`config.mk`:
```
export PLATFORM = sky130hd
export DESIGN_NAME = bin_to_bcd_converter_flat
export DESIGN_NICKNAME = d
export VERILOG_FILES = /design/src/rtl/bin_to_bcd_converter_pkg.sv /design/src/rtl/bin_to_bcd_converter_if.sv /design/src/rtl/bin_to_bcd_converter_bcd_digit_adjust.sv /design/src/rtl/bin_to_bcd_converter.sv /design/src/flat_wrapper.sv
export SDC_FILE = /design/constraint.sdc
export NUM_CORES = 1
export LEC_CHECK = 0
export BUFFER_PORTS_ARGS = -buffer_cell sky130_fd_sc_hd__buf_2
export CAP_MARGIN = 10
export CORE_MARGIN = 5
export CORE_UTILIZATION = 30
export DETAILED_ROUTE_END_ITERATION = 16
export PLACE_DENSITY = 0.52
export SLEW_MARGIN = 0
export SYNTH_ARGS = -nofsm -noshare
export SYNTH_HDL_FRONTEND = slang
export SYNTH_HIERARCHICAL = 1
export SYNTH_SLANG_ARGS = --single-unit
```
`constraint.sdc`:
```
create_clock -name clk -period 3.94 [get_ports clk]
set_input_delay 0.394 -clock clk [delete_from_list [all_inputs] [get_ports clk]]
set_output_delay 0.394 -clock clk [all_outputs]
set_load 0.02 [all_outputs]
```
`src/rtl/bin_to_bcd_converter_pkg.sv`:
```
// Shared sizing, FSM encoding and saturation constant for the binary-to-BCD converter.
package bin_to_bcd_converter_pkg;

    localparam int IN_WIDTH   = 32;
    localparam int DIGITS     = 8;
    localparam int INT_DIGITS = 10;

    typedef enum logic [1:0] {
        ST_IDLE  = 2'd0,
        ST_SHIFT = 2'd1,
        ST_DONE  = 2'd2
    } state_t;

    // Shown when the magnitude does not fit in the eight displayed digits.
    localparam logic [31:0] SAT_VALUE = 32'h9999_9999;

endpackage

```
`src/rtl/bin_to_bcd_converter_if.sv`:
```
// Request/result bundle between the CPU/I-O path (master) and the converter (slave).
interface bin_to_bcd_converter_if
    import bin_to_bcd_converter_pkg::*;
#(
    parameter int IF_IN_WIDTH = IN_WIDTH,
    parameter int IF_DIGITS   = DIGITS
);
    logic                     start;
    logic [IF_IN_WIDTH-1:0]   bin_in;
    logic                     signed_mode;
    logic                     busy;
    logic                     done;
    logic [4*IF_DIGITS-1:0]   bcd_out;
    logic                     negative;
    logic                     overflow;

    modport master (
        output start, bin_in, signed_mode,
        input  busy, done, bcd_out, negative, overflow
    );

    modport slave (
        input  start, bin_in, signed_mode,
        output busy, done, bcd_out, negative, overflow
    );
endinterface

```
`src/rtl/bin_to_bcd_converter_bcd_digit_adjust.sv`:
```
// Double-dabble correction cell: a BCD digit of 5 or more gets +3 before the shift.
module bcd_digit_adjust (
    input  logic [3:0] digit_in,
    output logic [3:0] digit_out
);
    assign digit_out = (digit_in >= 4'd5) ? digit_in + 4'd3 : digit_in;
endmodule

```
`src/rtl/bin_to_bcd_converter.sv`:
```
// Iterative shift-and-add-3 converter, one input bit per cycle; results are held between conversions.
module bin_to_bcd_converter
    import bin_to_bcd_converter_pkg::*;
#(
    parameter int P_IN_WIDTH   = IN_WIDTH,
    parameter int P_DIGITS     = DIGITS,
    parameter int P_INT_DIGITS = INT_DIGITS
) (
    input  logic                   clk,
    input  logic                   rst,
    bin_to_bcd_converter_if.slave  bus
);
    localparam int ACC_W = 4 * P_INT_DIGITS;
    localparam int OUT_W = 4 * P_DIGITS;
    localparam int CNT_W = $clog2(P_IN_WIDTH);
    localparam logic [CNT_W-1:0] LAST_ITER = CNT_W'(P_IN_WIDTH - 1);

    state_t                  state_reg, state_next;
    logic [P_IN_WIDTH-1:0]   bin_reg, bin_next;
    logic [ACC_W-1:0]        acc_reg, acc_next;
    logic [ACC_W-1:0]        acc_adj;
    logic [CNT_W-1:0]        cnt_reg, cnt_next;
    logic                    sign_reg, sign_next;
    logic [OUT_W-1:0]        bcd_reg, bcd_next;
    logic                    neg_reg, neg_next;
    logic                    ovf_reg, ovf_next;
    logic                    done_reg, done_next;

    genvar gi;
    generate
        for (gi = 0; gi < P_INT_DIGITS; gi++) begin : g_adj
            bcd_digit_adjust u_adj (
                .digit_in  (acc_reg[4*gi +: 4]),
                .digit_out (acc_adj[4*gi +: 4])
            );
        end
    endgenerate

    always_ff @(posedge clk or posedge rst) begin
        if (rst) begin
            state_reg <= ST_IDLE;
            bin_reg   <= '0;
            acc_reg   <= '0;
            cnt_reg   <= '0;
            sign_reg  <= 1'b0;
            bcd_reg   <= '0;
            neg_reg   <= 1'b0;
            ovf_reg   <= 1'b0;
            done_reg  <= 1'b0;
        end else begin
            state_reg <= state_next;
            bin_reg   <= bin_next;
            acc_reg   <= acc_next;
            cnt_reg   <= cnt_next;
            sign_reg  <= sign_next;
            bcd_reg   <= bcd_next;
            neg_reg   <= neg_next;
            ovf_reg   <= ovf_next;
            done_reg  <= done_next;
        end
    end

    always_comb begin
        state_next = state_reg;
        bin_next   = bin_reg;
        acc_next   = acc_reg;
        cnt_next   = cnt_reg;
        sign_next  = sign_reg;
        bcd_next   = bcd_reg;
        neg_next   = neg_reg;
        ovf_next   = ovf_reg;
        done_next  = 1'b0;
        case (state_reg)
            ST_IDLE: begin
                if (bus.start) begin
                    sign_next  = bus.signed_mode & bus.bin_in[P_IN_WIDTH-1];
                    // Two's-complement negate; 0x80000000 maps onto itself, which is the right magnitude.
                    bin_next   = sign_next ? (~bus.bin_in + P_IN_WIDTH'(1)) : bus.bin_in;
                    acc_next   = '0;
                    cnt_next   = '0;
                    state_next = ST_SHIFT;
                end
            end
            ST_SHIFT: begin
                {acc_next, bin_next} = {acc_adj, bin_reg} << 1;
                cnt_next = cnt_reg + CNT_W'(1);
                if (cnt_reg == LAST_ITER) begin
                    state_next = ST_DONE;
                end
            end
            ST_DONE: begin
                ovf_next   = |acc_reg[ACC_W-1:OUT_W];
                bcd_next   = ovf_next ? OUT_W'(SAT_VALUE) : acc_reg[OUT_W-1:0];
                neg_next   = sign_reg;
                done_next  = 1'b1;
                state_next = ST_IDLE;
            end
            default: state_next = ST_IDLE;
        endcase
    end

    assign bus.busy     = (state_reg != ST_IDLE);
    assign bus.done     = done_reg;
    assign bus.bcd_out  = bcd_reg;
    assign bus.negative = neg_reg;
    assign bus.overflow = ovf_reg;

endmodule

```
`src/flat_wrapper.sv`:
```
// flat-port wrapper written by rule: the top's interface ports become plain ports
module bin_to_bcd_converter_flat import bin_to_bcd_converter_pkg::*;
#(
    parameter int P_IN_WIDTH   = IN_WIDTH,
    parameter int P_DIGITS     = DIGITS,
    parameter int P_INT_DIGITS = INT_DIGITS
)
  (clk, rst, bus_start, bus_bin_in, bus_signed_mode, bus_busy, bus_done, bus_bcd_out, bus_negative, bus_overflow);
  bin_to_bcd_converter_if bus_i ();
  input  logic clk;
  input  logic rst;
  input wire logic [$bits(bus_i.start)-1:0] bus_start;
  input wire logic [$bits(bus_i.bin_in)-1:0] bus_bin_in;
  input wire logic [$bits(bus_i.signed_mode)-1:0] bus_signed_mode;
  output wire logic [$bits(bus_i.busy)-1:0] bus_busy;
  output wire logic [$bits(bus_i.done)-1:0] bus_done;
  output wire logic [$bits(bus_i.bcd_out)-1:0] bus_bcd_out;
  output wire logic [$bits(bus_i.negative)-1:0] bus_negative;
  output wire logic [$bits(bus_i.overflow)-1:0] bus_overflow;
  assign bus_i.start = bus_start;
  assign bus_i.bin_in = bus_bin_in;
  assign bus_i.signed_mode = bus_signed_mode;
  assign bus_busy = bus_i.busy;
  assign bus_done = bus_i.done;
  assign bus_bcd_out = bus_i.bcd_out;
  assign bus_negative = bus_i.negative;
  assign bus_overflow = bus_i.overflow;
  bin_to_bcd_converter #(.P_IN_WIDTH(P_IN_WIDTH), .P_DIGITS(P_DIGITS), .P_INT_DIGITS(P_INT_DIGITS)) u_core (.clk(clk), .rst(rst), .bus(bus_i));
endmodule
```
-- After elaboration in Yosys (flattened, before gate mapping)
Index checks and enable logic that the tools add are counted.
- muxes and demuxes: 22
- magnitude comparators: 10
- reduce and logical (&&, ||, !) cells: 7
- add/sub/neg operators: 12
- eq/ne operators: 5
- bitwise operators: 2
- operators by type and width (cell ; number):
    $mux 32 ; 3
    $pmux 40 s2 ; 1
    $pmux 32 s2 ; 1
    $ge 4x3->1 const B ; 10
    $mux 40 ; 1
    $add 4x2->4 const B ; 9
    $mux 4 ; 9
    $add 32x1->32 const B ; 1
    $not 32->32 ; 1
    $pmux 5 s2 ; 1
    $reduce_or 8->1 ; 1
    $reduce_and 2->1 ; 3
    $add 5x1->5 const B ; 1
    $eq 5x5->1 const B ; 1
    $mux 5 ; 1
    $mux 2 ; 2
    $pmux 2 s2 ; 1
    $reduce_bool 2->1 ; 2
    $add 3x2->3 const B ; 1
    $mux 3 ; 1
    $eq 2x1->1 const B ; 1
    $eq 2x2->1 const B ; 1
    $logic_not 2->1 ; 1
    $ne 2x1->1 const B ; 1
    3 further kinds ; 3
- register bits: 115
- output and inout port bits: 36

-- Logic depth before layout (Yosys ltp)
- word-level depth: 5
- gate-level depth with buffers: 7

-- By module
The synthesis kept the hierarchy.
- modules (own cells, without submodules) (module ; instances ; cells each ; area each (sq um)):
    bin_to_bcd_converter ; 1 ; 539 ; 5411.4
    bcd_digit_adjust ; 10 ; 16 ; 101.3

-- Worst setup path before layout
Ideal clock, no wire load.
- path type: in2reg
- start point: input bus_bin_in[18]
- end point: register u_core.bin_reg[23]
- library setup time: 0.136 ns
- setup slack: 2.062 ns
- required time: 3.804 ns
- arrival time: 1.742 ns
- stages on the path: 5
- cells stage by stage: or4_4 > or3_1 > nor3_2 > mux2i_1 > o211ai_2
- longest elaborated chain between the ends: 5
- ends and longest elaborated chain (element ; line ; RTL):
    start, declared ; flat_wrapper.sv:13 ; input wire logic [$bits(bus_i.bin_in)-1:0] bus_bin_in;
    $not 32->32 ; bin_to_bcd_converter.sv:78 ; bin_next = sign_next ? (~bus.bin_in + P_IN_WIDTH'(1)) : bus.bin_in;
    $add 32x1->32 ; bin_to_bcd_converter.sv:78 ;
    $mux 32 ; bin_to_bcd_converter.sv:78 ;
    $mux 32 ; bin_to_bcd_converter.sv:75 ; if (bus.start) begin
    $pmux 32 s2 ; bin_to_bcd_converter.sv:73 ; case (state_reg)
    end signal, assigned ; bin_to_bcd_converter.sv:52 ; bin_reg <= bin_next;
    end, declared ; bin_to_bcd_converter.sv:19 ; logic [P_IN_WIDTH-1:0] bin_reg, bin_next;
Every way passes these cells. The select of a mux whose other input is x is not followed.
A chain may end at the register's enable or synchronous reset.

-- Worst setup path in the final report
- start point: register u_core.state_reg[0]
- end point: register u_core.bcd_reg[31] (netlist: u_core/bus.bcd_out[31])
- longest elaborated chain between the ends: 1
- ends and longest elaborated chain (element ; line ; RTL):
    start, declared ; bin_to_bcd_converter.sv:18 ; state_t state_reg, state_next;
    start signal, assigned ; bin_to_bcd_converter.sv:51 ; state_reg <= state_next;
    $eq 2x2->1 ; bin_to_bcd_converter.sv:73 ;
    end signal, assigned ; bin_to_bcd_converter.sv:56 ; bcd_reg <= bcd_next;
    end, declared ; bin_to_bcd_converter.sv:24 ; logic [OUT_W-1:0] bcd_reg, bcd_next;
Every way passes these cells.

==> flow_metrics.env <==
export IMPL_final_cells=1045
export IMPL_power_density_nw_per_um2=715.2
export IMPL_grt_setup_unrepaired="false"
export IMPL_crit_path_max_fanout=18
export IMPL_dpl_cell_count=1014
export IMPL_die_area_um2=24370
export IMPL_fin_crit_ns=2.775
export IMPL_cts_buffers=17
export IMPL_ioPinCount=72
export IMPL_core_um2=21020
export IMPL_hp_class="in -> async"
export IMPL_nets=817
export IMPL_antenna_found_initial=1
export IMPL_ir_drop_v=0.0002871
export IMPL_synth_cells=695
export IMPL_sw_frac_of_total=0.3791
export IMPL_path_common_cell="inv_1"
export IMPL_clock_skew_ns=0.007784
export IMPL_clock_latency_ns=0.41
export IMPL_timing_rr_end="u_core/bus.bcd_out[31]"
export IMPL_cpPeakStageDelay_ns=0.71
export IMPL_cp_top_family="simple AND/OR/NAND/NOR gates"
export IMPL_drc=0
export IMPL_htree_levels=4
export IMPL_setup_tns_ns=0
export IMPL_grt_pass1_wl_um=26320
export IMPL_end_kind="register"
export IMPL_cp_cell_sequence="inv_1, nand2_1, inv_1, nand4_1, o22a_1"
export IMPL_status="completed"
export IMPL_vias_per_cell=4.905
export IMPL_hold_viol_final=0
export IMPL_largest_reg_flops=40
export IMPL_cts_sinks=115
export IMPL_crit_path_end="u_core/bus.bcd_out[31]"
export IMPL_num_rows=53
export IMPL_grt_pass1_vias=5000
export IMPL_worstPathArrival_ns=3.06
export IMPL_seqPwrFrac=0.366
export IMPL_critPathRequiredTime_ns=4.23
export IMPL_drtPass1Iterations=4
export IMPL_period_share=0.7044
export IMPL_initialDrtViolationCount=259
export IMPL_antennaDiodeCount=0
export IMPL_cp_startpoint="u_core/state_reg[0]"
export IMPL_grt_max_degree=60
export IMPL_cp_slowest_cell="nand4_1"
export IMPL_die_w_um=156.1
export IMPL_p_comb_frac=0.362
export IMPL_critPathLaunchType="register"
export IMPL_drv_slew=0
export IMPL_cts_setup_buffers=0
export IMPL_p_clk_frac=0.273
export IMPL_drive_above_1_share=0.1818
export IMPL_globalplace_congestion=0.7547
export IMPL_path_clk_slew_ns=0.06
export IMPL_internal_power_mw=3.377
export IMPL_syn_area_per_cell_um2=9.216
export IMPL_syn_area_um2=6405
export IMPL_wl_um=15760
export IMPL_yosys_warnings=6
export IMPL_portBuffers=71
export IMPL_grt_usage=0.1331
export IMPL_critPathKind="reg -> reg"
export IMPL_start_util=0.3047
export IMPL_die_h_um=156.1
export IMPL_worstReg2RegStart="u_core/state_reg[0]"
export IMPL_areaGrowthSynthToFinish_pct=18.73
export IMPL_worst_pin_slew_ns=1.056
export IMPL_cap_violations=0
export IMPL_cts_tree="done"
export IMPL_cts_hold_fix_buffers=0
export IMPL_cts_repair_resized=0
export IMPL_holdWs_ns=0.1380
export IMPL_r2r_setup_slack_ns=1.16
export IMPL_grt_ovfl_total=0
export IMPL_cp_depth=5
export IMPL_path_buf_inv=2
export IMPL_worst_r2r_path_depth=5
export IMPL_via_count=5126
export IMPL_dp_hpwl_um=10530
export IMPL_design_area_um2=7605
export IMPL_cts_root_buf="clkbuf_16"
export IMPL_clockBufferDepth=2
export IMPL_place_area_um2=7039
export IMPL_netSwitchingPower_mw=2.062
export IMPL_wl_per_cell_um=15.08
export IMPL_clock_fmax_mhz=360.3
export IMPL_slew_headroom=0.2961
export IMPL_total_leakage_power_nw=3.474
export IMPL_synth_nets=754
export IMPL_finalSetupViolCount=0
export IMPL_ant_nets=0
[layout make-up]
class | count | area (um^2)
Clock buffer | 27 | 493.0
Clock inverter | 4 | 72.57
Fill cell | 2156 | 13420
Inverter | 26 | 100.1
Multi-Input combinational cell | 519 | 3302
Sequential cell | 115 | 2878
Tap cell | 275 | 344.1
Timing Repair Buffer | 79 | 415.4
[through the flow]
stage	total power, mW	worst slack [ns]	util
final	5.439	1.165	0.3618
after global routing	5.937	0.9034	0.3618
after CTS	5.515	1.157	0.3618
after detailed placement	4.008	1.172	0.3349
after global placement	3.976	1.266	0.3349
after floorplan	3.497	0.5019	-
[power by group through the flow]
stage / logic [mW] / registers (mW) / clock network, mW
final: 1.97 / 1.99 / 1.48
after CTS: 2.00 / 1.99 / 1.52
after global routing: 2.31 / 2.06 / 1.57
after detailed placement: 2.00 / 2.01 / 0
after global placement: 1.97 / 2.01 / 0
after floorplan: 1.61 / 1.88 / 0
[how the worst min path moves through the flow]
| stage | start | end | slack, ns | depth (start not counted) |
|---|---|---|---|---|
| global route | rst | u_core/acc_reg[33] | 0.20 | 2 |
| finish | rst | u_core/acc_reg[36] | 0.14 | 2 |
| floorplan | u_core/sign_reg | u_core/bus.negative | 0.44 | 2 |
| global placement | u_core/cnt_reg[3] | u_core/cnt_reg[3] | 0.47 | 1 |
| CTS | rst | u_core/acc_reg[33] | 0.16 | 2 |
| detailed placement | u_core/sign_reg | u_core/bus.negative | 0.48 | 2 |
[per-layer routing]
| layer | routed length (um) | share of wire | vias to the layer above | GRT usage |
|---|---|---|---|---|
| li1 | - | - | 2553 | - |
| met2 | 6744 | 0.43 | 101 | 0.2014 |
| met3 | 742 | 0.047 | 16 | 0.03245 |
| met5 | 7 | 0.00044 | - | 0 |
| met1 | 8045 | 0.51 | 2454 | 0.1901 |
| met4 | 218 | 0.014 | 2 | 0.03678 |
[placed cells by master, fill, tap and decap left out, types with 2 or more instances in the layout]
master and n:
a21oi_1 12, a21oi_2 10, a221o_1 2, a22o_1 16
a22oi_1 26, and2_1 5, and3_1 4, buf_2 71
buf_4 8, bufinv_16 2, clkbuf_1 7, clkbuf_16 17
clkbuf_8 3, dfrtp_1 115, ha_1 23, inv_1 25
mux2i_1 24, nand2_1 152, nand2b_1 20, nand3_1 43
nand4_1 3, nand4_4 2, nor2_1 42, nor2b_1 3
nor3_1 4, nor3_2 4, nor4_1 4, nor4_4 5
o211ai_1 11, o211ai_2 4, o21ai_0 28, o21ai_1 10
o22a_1 16, or3_1 2, xnor2_1 20, xor2_1 5
Power figures use the tool's default switching activity.
